--- src/rtl/mem_pkg.sv ---
// Shared definitions for the memory-access stage.
// Holds the memory ALUop encodings, the transaction state type, the access
// size type and small decode helpers used by mem_access and mem_lane_align.
package mem_pkg;

    localparam logic [4:0] OP_LB  = 5'b10000;
    localparam logic [4:0] OP_LH  = 5'b10001;
    localparam logic [4:0] OP_LW  = 5'b10010;
    localparam logic [4:0] OP_LBU = 5'b10011;
    localparam logic [4:0] OP_LHU = 5'b10100;
    localparam logic [4:0] OP_SB  = 5'b10101;
    localparam logic [4:0] OP_SH  = 5'b10110;
    localparam logic [4:0] OP_SW  = 5'b10111;

    typedef enum logic [1:0] {
        IDLE = 2'd0,
        REQ  = 2'd1,
        WAIT = 2'd2,
        DONE = 2'd3
    } state_t;

    typedef enum logic [1:0] {
        SZ_NONE = 2'd0,
        SZ_BYTE = 2'd1,
        SZ_HALF = 2'd2,
        SZ_WORD = 2'd3
    } size_t;

    function automatic logic is_load(input logic [4:0] op);
        logic res;
        case (op)
            OP_LB, OP_LH, OP_LW, OP_LBU, OP_LHU: res = 1'b1;
            default:                             res = 1'b0;
        endcase
        return res;
    endfunction

    function automatic logic is_store(input logic [4:0] op);
        logic res;
        case (op)
            OP_SB, OP_SH, OP_SW: res = 1'b1;
            default:             res = 1'b0;
        endcase
        return res;
    endfunction

    function automatic logic is_unsigned_load(input logic [4:0] op);
        logic res;
        case (op)
            OP_LBU, OP_LHU: res = 1'b1;
            default:        res = 1'b0;
        endcase
        return res;
    endfunction

    // SZ_NONE doubles as "not a memory operation".
    function automatic size_t op_size(input logic [4:0] op);
        size_t res;
        case (op)
            OP_LB, OP_LBU, OP_SB: res = SZ_BYTE;
            OP_LH, OP_LHU, OP_SH: res = SZ_HALF;
            OP_LW, OP_SW:         res = SZ_WORD;
            default:              res = SZ_NONE;
        endcase
        return res;
    endfunction

    function automatic logic is_misaligned(input logic [4:0] op, input logic [1:0] addr_lo);
        logic res;
        case (op_size(op))
            SZ_HALF: res = addr_lo[0];
            SZ_WORD: res = (addr_lo != 2'b00);
            default: res = 1'b0;
        endcase
        return res;
    endfunction

endpackage

--- src/rtl/mem_lane_align.sv ---
// Combinational byte-lane steering for the memory stage.
// Ports:
//   op         - memory ALUop (selects access size and signedness)
//   addr_lo    - byte offset within the word
//   store_data - raw store value from rs2
//   rdata      - word returned by the data memory
//   be         - byte enables for the bus
//   wdata      - lane-replicated store data
//   load_data  - selected and extended load value
module mem_lane_align
    import mem_pkg::*;
(
    input  logic [4:0]  op,
    input  logic [1:0]  addr_lo,
    input  logic [31:0] store_data,
    input  logic [31:0] rdata,
    output logic [3:0]  be,
    output logic [31:0] wdata,
    output logic [31:0] load_data
);

    logic [7:0]  byte_s;
    logic [15:0] half_s;

    // Byte enables and replicated store data; replication lets the memory
    // pick the value from whichever lane the enables select.
    always_comb begin
        be    = 4'b0000;
        wdata = store_data;
        case (op_size(op))
            SZ_BYTE: begin
                be    = 4'b0001 << addr_lo;
                wdata = {4{store_data[7:0]}};
            end
            SZ_HALF: begin
                be    = addr_lo[1] ? 4'b1100 : 4'b0011;
                wdata = {2{store_data[15:0]}};
            end
            SZ_WORD: begin
                be    = 4'b1111;
                wdata = store_data;
            end
            default: begin
                be    = 4'b0000;
                wdata = store_data;
            end
        endcase
    end

    // Lane selection and sign/zero extension of the returned word.
    always_comb begin
        byte_s = 8'h00;
        case (addr_lo)
            2'b00:   byte_s = rdata[7:0];
            2'b01:   byte_s = rdata[15:8];
            2'b10:   byte_s = rdata[23:16];
            2'b11:   byte_s = rdata[31:24];
            default: byte_s = 8'h00;
        endcase
        half_s    = addr_lo[1] ? rdata[31:16] : rdata[15:0];
        load_data = rdata;
        case (op_size(op))
            SZ_BYTE: load_data = is_unsigned_load(op) ? {24'h000000, byte_s}
                                                      : {{24{byte_s[7]}}, byte_s};
            SZ_HALF: load_data = is_unsigned_load(op) ? {16'h0000, half_s}
                                                      : {{16{half_s[15]}}, half_s};
            SZ_WORD: load_data = rdata;
            default: load_data = rdata;
        endcase
    end

endmodule

--- src/rtl/mem_access.sv ---
// Memory stage downstream of EX: runs loads/stores on a req/gnt/rvalid bus,
// stalls the core while a transaction is outstanding and then presents the
// write-back to the register file. Non-memory ops pass straight through.
// Ports:
//   clk, rst                       - clock, asynchronous active-low reset
//   ALUop_i .. StoreData_i         - instruction fields from EX
//   WriteReg_o/WriteDataNum_o/WriteData_o - register file write-back
//   Stall_o                        - hold PC / fetch while busy
//   Misalign_o, BusErr_o           - one-cycle fault flags
//   dmem_*                         - data memory bus
module mem_access
    import mem_pkg::*;
#(
    parameter int TIMEOUT_CYCLES = 255
) (
    input  logic        clk,
    input  logic        rst,
    input  logic [4:0]  ALUop_i,
    input  logic        WriteReg_i,
    input  logic [4:0]  WriteDataNum_i,
    input  logic [31:0] WriteData_i,
    input  logic [31:0] MemAddr_i,
    input  logic [31:0] StoreData_i,
    output logic        WriteReg_o,
    output logic [4:0]  WriteDataNum_o,
    output logic [31:0] WriteData_o,
    output logic        Stall_o,
    output logic        Misalign_o,
    output logic        BusErr_o,
    output logic        dmem_req_o,
    output logic        dmem_we_o,
    output logic [31:0] dmem_addr_o,
    output logic [3:0]  dmem_be_o,
    output logic [31:0] dmem_wdata_o,
    input  logic        dmem_gnt_i,
    input  logic        dmem_rvalid_i,
    input  logic [31:0] dmem_rdata_i
);

    localparam int CNT_W = $clog2(TIMEOUT_CYCLES + 1);

    state_t             state_r;
    logic [CNT_W-1:0]   cnt_r;
    logic [4:0]         op_r;
    logic [31:0]        addr_r;
    logic [4:0]         rd_r;
    logic               we_r;
    logic [31:0]        sdata_r;
    logic [31:0]        rdata_r;
    logic               err_r;

    logic               mem_op_s;
    logic               misalign_s;
    logic               start_s;
    logic [CNT_W-1:0]   cnt_inc_s;
    logic               timeout_s;
    logic [31:0]        load_data_s;

    assign mem_op_s   = (op_size(ALUop_i) != SZ_NONE);
    assign misalign_s = mem_op_s && is_misaligned(ALUop_i, MemAddr_i[1:0]);
    assign start_s    = mem_op_s && !misalign_s;
    assign cnt_inc_s  = cnt_r + CNT_W'(1);
    // Fires on the last allowed cycle so the abort lands exactly on the budget.
    assign timeout_s  = (cnt_inc_s == CNT_W'(TIMEOUT_CYCLES));

    mem_lane_align u_align (
        .op         (op_r),
        .addr_lo    (addr_r[1:0]),
        .store_data (sdata_r),
        .rdata      (rdata_r),
        .be         (dmem_be_o),
        .wdata      (dmem_wdata_o),
        .load_data  (load_data_s)
    );

    // Bus address/direction come only from captured state, so they stay stable until gnt.
    assign dmem_addr_o = {addr_r[31:2], 2'b00};
    assign dmem_we_o   = is_store(op_r);

    // Transaction FSM with timeout counter and capture registers.
    always_ff @(posedge clk or negedge rst) begin
        if (!rst) begin
            state_r <= IDLE;
            cnt_r   <= '0;
            op_r    <= 5'd0;
            addr_r  <= 32'd0;
            rd_r    <= 5'd0;
            we_r    <= 1'b0;
            sdata_r <= 32'd0;
            rdata_r <= 32'd0;
            err_r   <= 1'b0;
        end else begin
            case (state_r)
                IDLE: begin
                    cnt_r <= '0;
                    err_r <= 1'b0;
                    if (start_s) begin
                        op_r    <= ALUop_i;
                        addr_r  <= MemAddr_i;
                        rd_r    <= WriteDataNum_i;
                        we_r    <= WriteReg_i;
                        sdata_r <= StoreData_i;
                        state_r <= REQ;
                    end
                end
                REQ: begin
                    if (dmem_gnt_i) begin
                        cnt_r <= '0;
                        if (is_store(op_r)) begin
                            state_r <= DONE;
                        end else if (dmem_rvalid_i) begin
                            rdata_r <= dmem_rdata_i;
                            state_r <= DONE;
                        end else begin
                            state_r <= WAIT;
                        end
                    end else if (timeout_s) begin
                        cnt_r   <= '0;
                        err_r   <= 1'b1;
                        state_r <= DONE;
                    end else begin
                        cnt_r <= cnt_inc_s;
                    end
                end
                WAIT: begin
                    if (dmem_rvalid_i) begin
                        cnt_r   <= '0;
                        rdata_r <= dmem_rdata_i;
                        state_r <= DONE;
                    end else if (timeout_s) begin
                        cnt_r   <= '0;
                        err_r   <= 1'b1;
                        state_r <= DONE;
                    end else begin
                        cnt_r <= cnt_inc_s;
                    end
                end
                DONE: begin
                    // Upstream retires on this edge, so IDLE sees the next instruction.
                    cnt_r   <= '0;
                    err_r   <= 1'b0;
                    state_r <= IDLE;
                end
                default: begin
                    cnt_r   <= '0;
                    err_r   <= 1'b0;
                    state_r <= IDLE;
                end
            endcase
        end
    end

    // Output decode: pass-through and fault/stall flags in IDLE, write-back in DONE.
    always_comb begin
        WriteReg_o     = 1'b0;
        WriteDataNum_o = rd_r;
        WriteData_o    = load_data_s;
        Stall_o        = 1'b0;
        Misalign_o     = 1'b0;
        BusErr_o       = 1'b0;
        dmem_req_o     = 1'b0;
        if (!rst) begin
            // Reset forces every control output low regardless of inputs.
            WriteReg_o = 1'b0;
        end else begin
            case (state_r)
                IDLE: begin
                    if (!mem_op_s) begin
                        WriteReg_o     = WriteReg_i;
                        WriteDataNum_o = WriteDataNum_i;
                        WriteData_o    = WriteData_i;
                    end else if (misalign_s) begin
                        Misalign_o = 1'b1;
                    end else begin
                        Stall_o = 1'b1;
                    end
                end
                REQ: begin
                    dmem_req_o = 1'b1;
                    Stall_o    = 1'b1;
                end
                WAIT: begin
                    Stall_o = 1'b1;
                end
                DONE: begin
                    if (err_r) begin
                        BusErr_o = 1'b1;
                    end else begin
                        WriteReg_o = we_r & is_load(op_r);
                    end
                end
                default: begin
                    Stall_o = 1'b0;
                end
            endcase
        end
    end

endmodule

--- config.mk ---
export PLATFORM = sky130hd
export DESIGN_NAME = mem_access
export DESIGN_NICKNAME = d
export VERILOG_FILES = /design/src/rtl/mem_pkg.sv /design/src/rtl/mem_lane_align.sv /design/src/rtl/mem_access.sv
export SDC_FILE = /design/constraint.sdc
export NUM_CORES = 1
export LEC_CHECK = 0
export ABC_AREA = 1
export CAP_MARGIN = 20
export CORE_AREA = 2 2 135 137
export DETAILED_ROUTE_END_ITERATION = 6
export DIE_AREA = 0 0 137 139
export PLACE_DENSITY = 0.76
export SETUP_SLACK_MARGIN = 0.02
export SYNTH_ARGS = -nofsm -noshare
export SYNTH_HDL_FRONTEND = slang
export SYNTH_SLANG_ARGS = --single-unit
--- constraint.sdc ---
create_clock -name clk -period 2.8 [get_ports clk]
set_clock_uncertainty 0.15 [all_clocks]
set_input_delay 0.56 -clock clk [delete_from_list [all_inputs] [get_ports clk]]
set_output_delay 0.56 -clock clk [all_outputs]
set_load 0.05 [all_outputs]
Yosys cells after proc, flatten, opt, wreduce, memory -nomap -nowiden
Memory sizes are Yosys's and may differ from the RTL's. Index checks and enable logic that the tools add are counted. Widths: inputs -> output; s select.

Mux-type cells: 61. Equal/unequal tests: 27. Shifts and indexed selects: 1. Add/sub/neg operators: 1. Reduce and logical (&&, ||, !) cells: 16. Bitwise operators: 1.

Operator list (count): $mux 32 (8); $pmux 32 s2 (3); $eq 5x5->1 const B (8); $pmux 8 s4 (1); $mux 1 (30); $mux 8 (3); $pmux 8 s3 (1); $eq 2x2->1 const B (9); $mux 16 (1); $mux 5 (3); $pmux 4 s3 (1); $ne 2x2->1 const B (5); $add 8x1->8 const B (1); $eq 2x1->1 const B (4); $eq 8x8->1 const B (1); $mux 2 (4); $pmux 2 s4 (1); $pmux 1 s2 (3); $reduce_bool 2->1 (3); $reduce_or 2->1 (3); $reduce_or 5->1 (1); $logic_not 2->1 (2); $mux 4 (1); $reduce_and 2->1 (2); other kinds (7) (8).

Register bits after elaboration: 118. Bits in read-only memories: 256. Memories: 4.

Memory list: (no name shown) (words 32, width 2, read ports 1, clocked after Yosys merged registers in 0, wr ports 0, line mem_pkg.sv:59) `case (op)`; (no name shown) (words 32, width 2, read ports 1, clocked after Yosys merged registers in 0, wr ports 0, line mem_pkg.sv:59); (no name shown) (words 32, width 2, read ports 1, clocked after Yosys merged registers in 0, wr ports 0, line mem_pkg.sv:59); (no name shown) (words 32, width 2, read ports 1, clocked after Yosys merged registers in 0, wr ports 0, line mem_pkg.sv:59).

Depth between registers and ports, before layout
Gate-level depths: netlist of run 1.

Depth after elaboration: 10. Gate-level depth with buffers: 15. Depth with buffers taken out: 14.

Hierarchy
A second synthesis of run 1 with hierarchy kept.

Cells, all modules: 877. Area, all modules: 7030.5 um2.

By module, submodules not included: mem_access (area each 5671.7 um2, cells an instance 598, times used 1, sequential area each 2952.8 um2); mem_lane_align (area each 1358.8 um2, cells an instance 279, times used 1, sequential area each 0.0 um2).

Worst setup path before layout of run 1
Ideal clock, no wire load.

Path type: reg-to-output. Start point: reg op_r[3]. End point: out dmem_wdata_o[16]. Setup slack: -0.856 ns. Stages on the path, launching flop included: 10. Arrival: 2.946 ns. Cell sequence: dfrtp_1 > nor3_1 > inv_1 > o22ai_1 > ha_1 > clkbuf_1 > inv_2 > clkbuf_1 > nand2_1 > o21ai_0.

Word-level cells in the longest chain between the ends: 3. Elaborated cells on any way between the ends: 4.

RTL lines: from (decl) (line mem_access.sv:44) `logic [4:0] op_r;`; from (signal assigned) (line mem_access.sv:98) `op_r <= ALUop_i;`; $mem_v2 32x2 *; $eq 2x2->1 or $eq 2x1->1 (tied branches) (line mem_lane_align.sv:30) `case (op_size(op))`; $pmux 32 s2 * (line mem_lane_align.sv:30); to (decl) (line mem_access.sv:34) `output logic [31:0] dmem_wdata_o,`.

Every way passes the cells marked *; elsewhere a longest branch is shown, timed or not.

Final worst setup path of run 1
Start point: reg op_r[2]. End point: out WriteData_o[10].

Word-level cells in the longest chain between the ends: 9. Elaborated cells on any way between the ends: 13.

RTL lines: branches (longest 5 deep; another with $mem_v2 32x2); $pmux 32 s2 * (line mem_lane_align.sv:62) `case (op_size(op))`; $mux 32 (line mem_access.sv:168) `if (!mem_op_s) begin`; $mux 32 (line mem_access.sv:166) `case (state_r)`; $mux 32 * (line mem_access.sv:162) `if (!rst) begin`; to (decl) (line mem_access.sv:26) `output logic [31:0] WriteData_o,`.

Every way passes the cells marked *. The select of a mux whose other input is x is not followed.

==> summary.md, run 1 <==
| Metric | Value |
|---|---|
| Outcome | `finished, violations left` |
| Violations in the final reports | `setup timing` |
| Share of the yosys chip area belonging to registers | `between 40% and 50%` |
| Part of the cycle the worst path needs | `123%` |
| Reg clk slew, reported paths | `0.06 ns` |
| Rel. slew slack | `between 50% and 60%` |
| Starting utilization of the core area | `40.0%` |
| Dominant cells by area after synthesis | `dfrtp_1 (42%), nand2_1 (12%), inv_1 (7.7%)` |
| Inserted Diodes | `0` |
| Total standard cell area after synthesis | `around 7100 µm²` |
| Endpoint of the most critical register-to-register path | `rdata_r[17]` |
| Cells along the critical path | `nor3_4, inv_2, o22ai_4, inv_2, ha_4, inv_4, nor2_4, buf_4, nor2_4, buf_8, o21ai_2, a21oi_1, buf_4, nor2_4, buf_12` |
| Leading area contributor after synthesis | `dfrtp_1` |
| CP arrival | `2.74 ns` |
| Fmax achieved | `290 MHz` |
| CP dominant cell by count | `nor2_4` |
| Routed Antenna Nets | `0` |
| Number of antenna violations at the first check in global routing | `0` |
| Number of rows in the core area | `49` |
| Via-per-instance ratio | `4.99` |
| Number of nets at the end of the flow | `1380` |
| Endpoint required time on the critical path | `2.09 ns` |
| Number of global-route vias before repair | `7208` |
| Post-Place Cell Area | `10800 µm²` |
| Worst-case reg-to-reg path depth | `12` |
| CP Max Fanout | `8` |
| H-tree lvl count | `4` |
| Category of the worst setup path launch point | `register` |
| Shortest period the worst path allows | `3.45 ns` |
| Path type of the worst min-delay path | `primary input to async pin` |
| IO Pins | `254` |
| Max cap viols | `0` |
| Count of final hold-check violations | `0` |
| P&R area growth vs syn | `80.0%` |
| Distinct cells, synth | `34` |
| Timing startpoint of the critical path | `op_r[2]` |
| Capturing element type of the critical path | `primary output` |
| Sink count of the clock tree | `118` |
| Fraction of final layout cells sized beyond drive strength 1 | `34.1%` |
| Core Region | `17700 µm²` |
| Final design instance area without fill | `~13000 µm²` |
| RSZ-0062 raised after global routing | `yes` |
| Overall die height | `around 140 µm` |
| First-pass GRT wire length | `37.9 mm` |
| Commonest non-fill, non-tap cell in the layout | `nand2_1` |
| Critical path type | `register to primary output` |
| CTS Buffer Depth | `2` |
| Via total after detailed routing | `around 7300` |
| DRC marker count from the first detailed-route iteration | `436` |
| Worst reg2reg setup slack | `around 0.19 ns` |
| Largest delay contributor family on the critical path | `buffers and inverters` |
| Worst-case setup margin in the final layout | `-0.650 ns` |
| First-pass DRT Iterations | `5` |
| Number of buffers added by the clock tree synthesis step | `17` |
| Final weighted congestion in routability-driven placement | `approximately 0.84` |
| Startpoint of the worst-slack reg-to-reg timing path | `op_r[0]` |
| Slew @ Worst Pin | `0.663 ns` |
| Summed negative setup slack over all endpoints | `-31.41 ns` |
| DRC violation count after routing | `0` |
| Source-to-sink clock delay at the later pin of the worst-skew pair | `0.43 ns` |
| Fill cell total of the finished layout | `1250` |
| Floorplan die area | `19000 µm²` |
| Average cell area after synthesis | `7.52 µm²` |
| Clock root buffer | `clkbuf_16` |
| Seq cells post-synth | `roughly 120` |
| Overflow left after global routing | `0` |
| TritonCTS clock tree | `built` |
| Slowest cell on crit path | `dfrtp_1` |
| Die width | `137 µm` |
| Portion of synthesized cell area occupied by the leading cell type | `41.8%` |
| Longest individual stage delay on the worst path | `0.40 ns` |
| Overall routing resource usage | `between 20 and 30%` |
| IO buf count | `251` |
| Crit path buf inv count | `7` |
| Routed WL | `24.5 mm` |
| Number of pins with negative max-slew slack in the final report | `0` |
| Most frequent cells in the layout | `nand2_1 (179), clkdlybuf4s50_1 (174), inv_1 (128), dfrtp_1 (115), nor2_1 (71)` |
| Yosys warning count | `0` |
| Detailed placer's ending HPWL | `around 16 mm` |
| Syn Inst Count | `approximately 940` |
| Final setup violation count | `61` |
| Detailed-route wire length per cell | `16.8 µm` |
| Maximum number of pins on one net before global-route repair | `115` |
-- sequential cells by signal, summed over array words and instances (netlist names) --
register,count
addr_r,32
rdata_r,32
sdata_r,32
cnt_r,8
op_r,5
rd_r,5
state_r,2
err_r,1
we_r,1
-- worst max-delay path by stage --
stage / to / depth (start not counted) / slack [ns]
finish: WriteData_o[10] / 15 / -0.65
global route: WriteData_o[10] / 15 / -0.74
CTS: WriteData_o[21] / 16 / -0.55
detailed placement: WriteData_o[30] / 15 / -0.22
global placement: WriteData_o[16] / 15 / -0.13
floorplan: WriteData_o[21] / 12 / -0.16
-- kinds of logic after synthesis --
kind of cell	synth area share, %
compound gates	19.4
fa+ha+maj	3.19
buf+inv	16.2
flops	41.8
other cells	0.0531
simple gates	19.3
-- worst register-to-register path: cells and delay by family (launching register included) --
family | cells | cell delay, ns
AO/OA/AOI/OAI | 3 | 0.55
buffers and inverters | 5 | 0.77
AND/OR/NAND/NOR | 3 | 0.44
adder cells (fa/ha/maj) | 1 | 0.18
flip-flops | 1 | 0.39
-- cell usage after synthesis --
| cell type | n |
|---|---|
| a21oi_1 | 85 |
| a22o_1 | 1 |
| a31oi_1 | 5 |
| a41oi_1 | 1 |
| buf_2 | 10 |
| buf_4 | 43 |
| buf_6 | 13 |
| buf_8 | 1 |
| clkbuf_1 | 14 |
| conb_1 | 1 |
| dfrtp_1 | 118 |
| ha_1 | 18 |
| inv_1 | 145 |
| inv_2 | 4 |
| nand2_1 | 221 |
| nand2_2 | 2 |
| nand3_1 | 22 |
| nand3_2 | 1 |
| nand3_4 | 1 |
| nand4_1 | 1 |
| nor2_1 | 90 |
| nor2_4 | 2 |
| nor3_1 | 2 |
| o2111ai_4 | 1 |
| o211ai_1 | 1 |
| o21a_1 | 2 |
| o21ai_0 | 53 |
| o21ai_1 | 25 |
| o21ai_2 | 43 |
| o21bai_1 | 1 |
| o21bai_2 | 1 |
| o22ai_1 | 8 |
| o31ai_1 | 1 |
| or2_1 | 1 |
-- stage by stage --
stage,hold WS [ns],setup WS (ns),utilization [%],cells
after floorplan,0.114,-0.161,-,939
after global placement,0.314,-0.131,61.4,1398
after detailed placement,0.317,-0.221,61.4,1398
after CTS,0.0404,-0.552,70.2,1451
after global routing,0.0674,-0.744,71.9,1461
final,0.0568,-0.650,71.9,1461
-- final cells by class --
| cell class | count | area (µm²) | share of cell area (%) |
|---|---|---|---|
| Multi-Input combinational cell | 591 | 4240 | 33.4 |
| Timing Repair inverter | 1 | 5.00 | 0.0394 |
| Tap cell | 229 | 287 | 2.26 |
| Timing Repair Buffer | 341 | 4080 | 32.1 |
| Clock buffer | 17 | 425 | 3.35 |
| Inverter | 149 | 589 | 4.64 |
| Clock inverter | 15 | 121 | 0.956 |
| Sequential cell | 118 | 2960 | 23.3 |
-- what timing repair did --
| action | 4_1_cts | 5_1_grt |
|---|---|---|
| pin swaps | 43 | 34 |
| cloned | 5 | 3 |
| setup buffers | 23 | 12 |
| endpoints found under the setup margin | 68 | 68 |
| hold buffers | 0 | 0 |
| gates resized for setup | 193 | 50 |
-- layer usage --
| layer | track usage (%) | wire length, µm |
|---|---|---|
| met5 | 0 | 0 |
| met4 | 8.74 | 684 |
| met3 | 10.2 | 2370 |
| met2 | 43.2 | 12400 |
| met1 | 29.4 | 9070 |
Power of run 1 is not shown: default switching activity piles up to over one toggle a cycle in this logic, so the estimate is an artifact.
==> run 2: changes to the inputs <==
--- a/config.mk
+++ b/config.mk
@@ -8,8 +8,10 @@
 export ABC_AREA = 1
 export CAP_MARGIN = 20
 export CORE_AREA = 2 2 135 137
+export CTS_CLUSTER_DIAMETER = 30
 export DETAILED_ROUTE_END_ITERATION = 6
 export DIE_AREA = 0 0 137 139
+export GPL_ROUTABILITY_DRIVEN = 0
 export PLACE_DENSITY = 0.76
 export SETUP_SLACK_MARGIN = 0.02
 export SYNTH_ARGS = -nofsm -noshare
==> results of run 2 <==
The final DEF is identical to that of run 1; final timing and power are the same.
Power of run 2 is left out for the same reason.
==> run 3: changes to the inputs <==
--- a/config.mk
+++ b/config.mk
@@ -12,8 +12,10 @@
 export DETAILED_ROUTE_END_ITERATION = 6
 export DIE_AREA = 0 0 137 139
 export GPL_ROUTABILITY_DRIVEN = 0
+export MAX_ROUTING_LAYER = met4
 export PLACE_DENSITY = 0.76
 export SETUP_SLACK_MARGIN = 0.02
 export SYNTH_ARGS = -nofsm -noshare
 export SYNTH_HDL_FRONTEND = slang
 export SYNTH_SLANG_ARGS = --single-unit
+export TNS_END_PERCENT = 10
==> summary.md, run 3 (synthesized netlist as in run 1, its figures left out) <==
| Metric | Value |
|---|---|
| Source-to-sink clock delay at the later pin of the worst-skew pair | `0.42 ns` |
| Number of rows in the core area | `roughly 50` |
| Fmax achieved | `around 290 MHz` |
| Rel. slew slack | `a little over half` |
| Final setup violation count | `63` |
| Number of pins with negative max-slew slack in the final report | `0` |
| Multi-input combinational cell area | `~3700 µm²` |
| CTS Buffer Depth | `2` |
| Layer with the highest usage after global routing | `met2` |
| Path type of the worst min-delay path | `primary input to async pin` |
| Critical path capture point | `WriteData_o[29]` |
| Sequential Area | `roughly 3000 µm²` |
| CP arrival | `between 2 and 3 ns` |
| Fill cell total of the finished layout | `1380` |
| Outcome | `finished, violations left` |
| Violations in the final reports | `setup timing` |
| Die width | `about 140 µm` |
| Hold WS | `0.0372 ns` |
| Max cap viols | `0` |
| DRC violation count after routing | `0` |
| Part of the cycle the worst path needs | `124%` |
| Critical path type | `register to primary output` |
| H-tree lvl count | `4` |
| Worst reg2reg setup slack | `0.62 ns` |
| Endpoint of the most critical register-to-register path | `rdata_r[9]` |
| DRC marker count from the first detailed-route iteration | `422` |
| Clock root buffer | `clkbuf_16` |
| Count of final hold-check violations | `0` |
| Sink count of the clock tree | `between 100 and 150` |
| Cell count after placement | `approximately 1400` |
| Via total after detailed routing | `between 7000 and 8000` |
| CP Max Fanout | `7` |
| Overall routing resource usage | `24.8%` |
| Detailed-route wire length per cell | `15.9 µm` |
| Startpoint of the worst-slack reg-to-reg timing path | `op_r[0]` |
| First-pass DRT Iterations | `6` |
| Maximum number of pins on one net before global-route repair | `115` |
| Detailed placer's ending HPWL | `16.4 mm` |
| Floorplan die area | `19000 µm²` |
| Overall die height | `139 µm` |
| Fraction of the core area covered by cells at the end of the flow | `approximately 66%` |
| Routed WL | `23.0 mm` |
| Number of global-route vias before repair | `7085` |
| Capturing element type of the critical path | `primary output` |
| IO Pins | `254` |
| Global-route met2 utilization | `40.2%` |
| Commonest non-fill, non-tap cell in the layout | `nand2_1` |
| IO buf count | `251` |
| Reg clk slew, reported paths | `0.05 ns` |
| Met1 track utilization from global routing | `28.5%` |
| Routed Antenna Nets | `0` |
| First-pass GRT wire length | `35.7 mm` |
| Number of buffers added by the clock tree synthesis step | `17` |
| Starting utilization of the core area | `40.0%` |
| Slew @ Worst Pin | `0.705 ns` |
| Endpoint required time on the critical path | `2.09 ns` |
| P&R area growth vs syn | `64.1%` |
| Via-per-instance ratio | `4.86` |
| Post-route non-filler standard cell count | `1443` |
| Summed negative setup slack over all endpoints | `-31.99 ns` |
| RSZ-0062 raised after global routing | `yes` |
| Category of the worst setup path launch point | `register` |
| Shortest period the worst path allows | `roughly 3.5 ns` |
| Most frequent cells in the layout | `nand2_1 (199), clkdlybuf4s50_1 (179), inv_1 (137), dfrtp_1 (116), nor2_1 (74)` |
| Global-route met3 utilization | `7.35%` |
| TritonCTS clock tree | `built` |
| Number of nets at the end of the flow | `1360` |
| Registers with the highest flip-flop counts | `addr_r x32, rdata_r x32, sdata_r x32` |
| Core Region | `17700 µm²` |
| Overflow left after global routing | `0` |
| Worst-case reg-to-reg path depth | `11` |
| Timing startpoint of the critical path | `op_r[3]` |
| Fraction of final layout cells sized beyond drive strength 1 | `28.6%` |
| Worst-case setup margin in the final layout | `-0.685 ns` |
| Number of antenna violations at the first check in global routing | `2` |
[run 3: cell types whose count changed in the layout (fill, tap and decap cells not counted), moves of 10 or more]
cell,before,now
a21oi_4,38,23
nor2_4,18,6
o21ai_4,17,4
buf_6,26,38
nand2_4,21,4
buf_12,69,33
a21oi_2,7,17
nand2_1,179,199
[run 3: worst min-delay path by stage]
stage                from          to  slack (ns)  cells past startpoint
2_1_floorplan         rst   addr_r[0]        0.11                      0
3_3_place_gp    addr_r[9]   addr_r[9]        0.31                      2
3_5_place_dp   addr_r[23]  addr_r[23]        0.32                      2
4_1_cts               rst     rd_r[3]        0.04                      2
5_1_grt               rst     rd_r[3]        0.05                      2
6_report              rst     rd_r[3]        0.04                      2
[run 3: cell type report]
| type | count | share of cell area [%] |
|---|---|---|
| multi-input combinational | 591 | 31.7 |
| clock buffer | 17 | 3.67 |
| sequential | 118 | 25.5 |
| timing repair buffer | 322 | 30.3 |
| antenna | 2 | 0.0432 |
| inverter | 149 | 4.96 |
| clock inverter | 15 | 1.36 |
| tap | 229 | 2.47 |
[run 3: per-stage QoR]
step	cell area (µm²)	setup slack (ns)
after floorplan	7430	-0.207
after global placement	10200	-0.233
final	11600	-0.685
after global routing	11600	-0.788
after detailed placement	10200	-0.348
after CTS	11400	-0.608
[run 3: metal layers]
layer | wire, µm | share of wire (%)
met1 | 9070 | 39
met5 | 0 | 0
met2 | 11400 | 50
met4 | 671 | 2.9
met3 | 1850 | 8.1
[run 3: worst max-delay path: stages (launching register included)]
cell and delay (ns):
dfrtp_1 0.42, nor3_4 0.21, buf_4 0.14, nand2_2 0.04, o21a_4 0.13, inv_4 0.07, ha_4 0.14, inv_4 0.04
nor2_4 0.13, inv_2 0.05, nor2_2 0.11, a31oi_2 0.06, nand2_2 0.12, nand3_4 0.14, buf_12 0.19, a21oi_4 0.16
buf_6 0.18
[run 3: what timing repair did]
item | CTS | global route
hold buffers | 0 | 0
buffers inserted | 13 | 5
cloned | 1 | 0
pin swaps | 19 | 14
endpoints found under the setup margin | 68 | 68
resized for setup | 112 | 41
Power of run 3 is left out for the same reason.
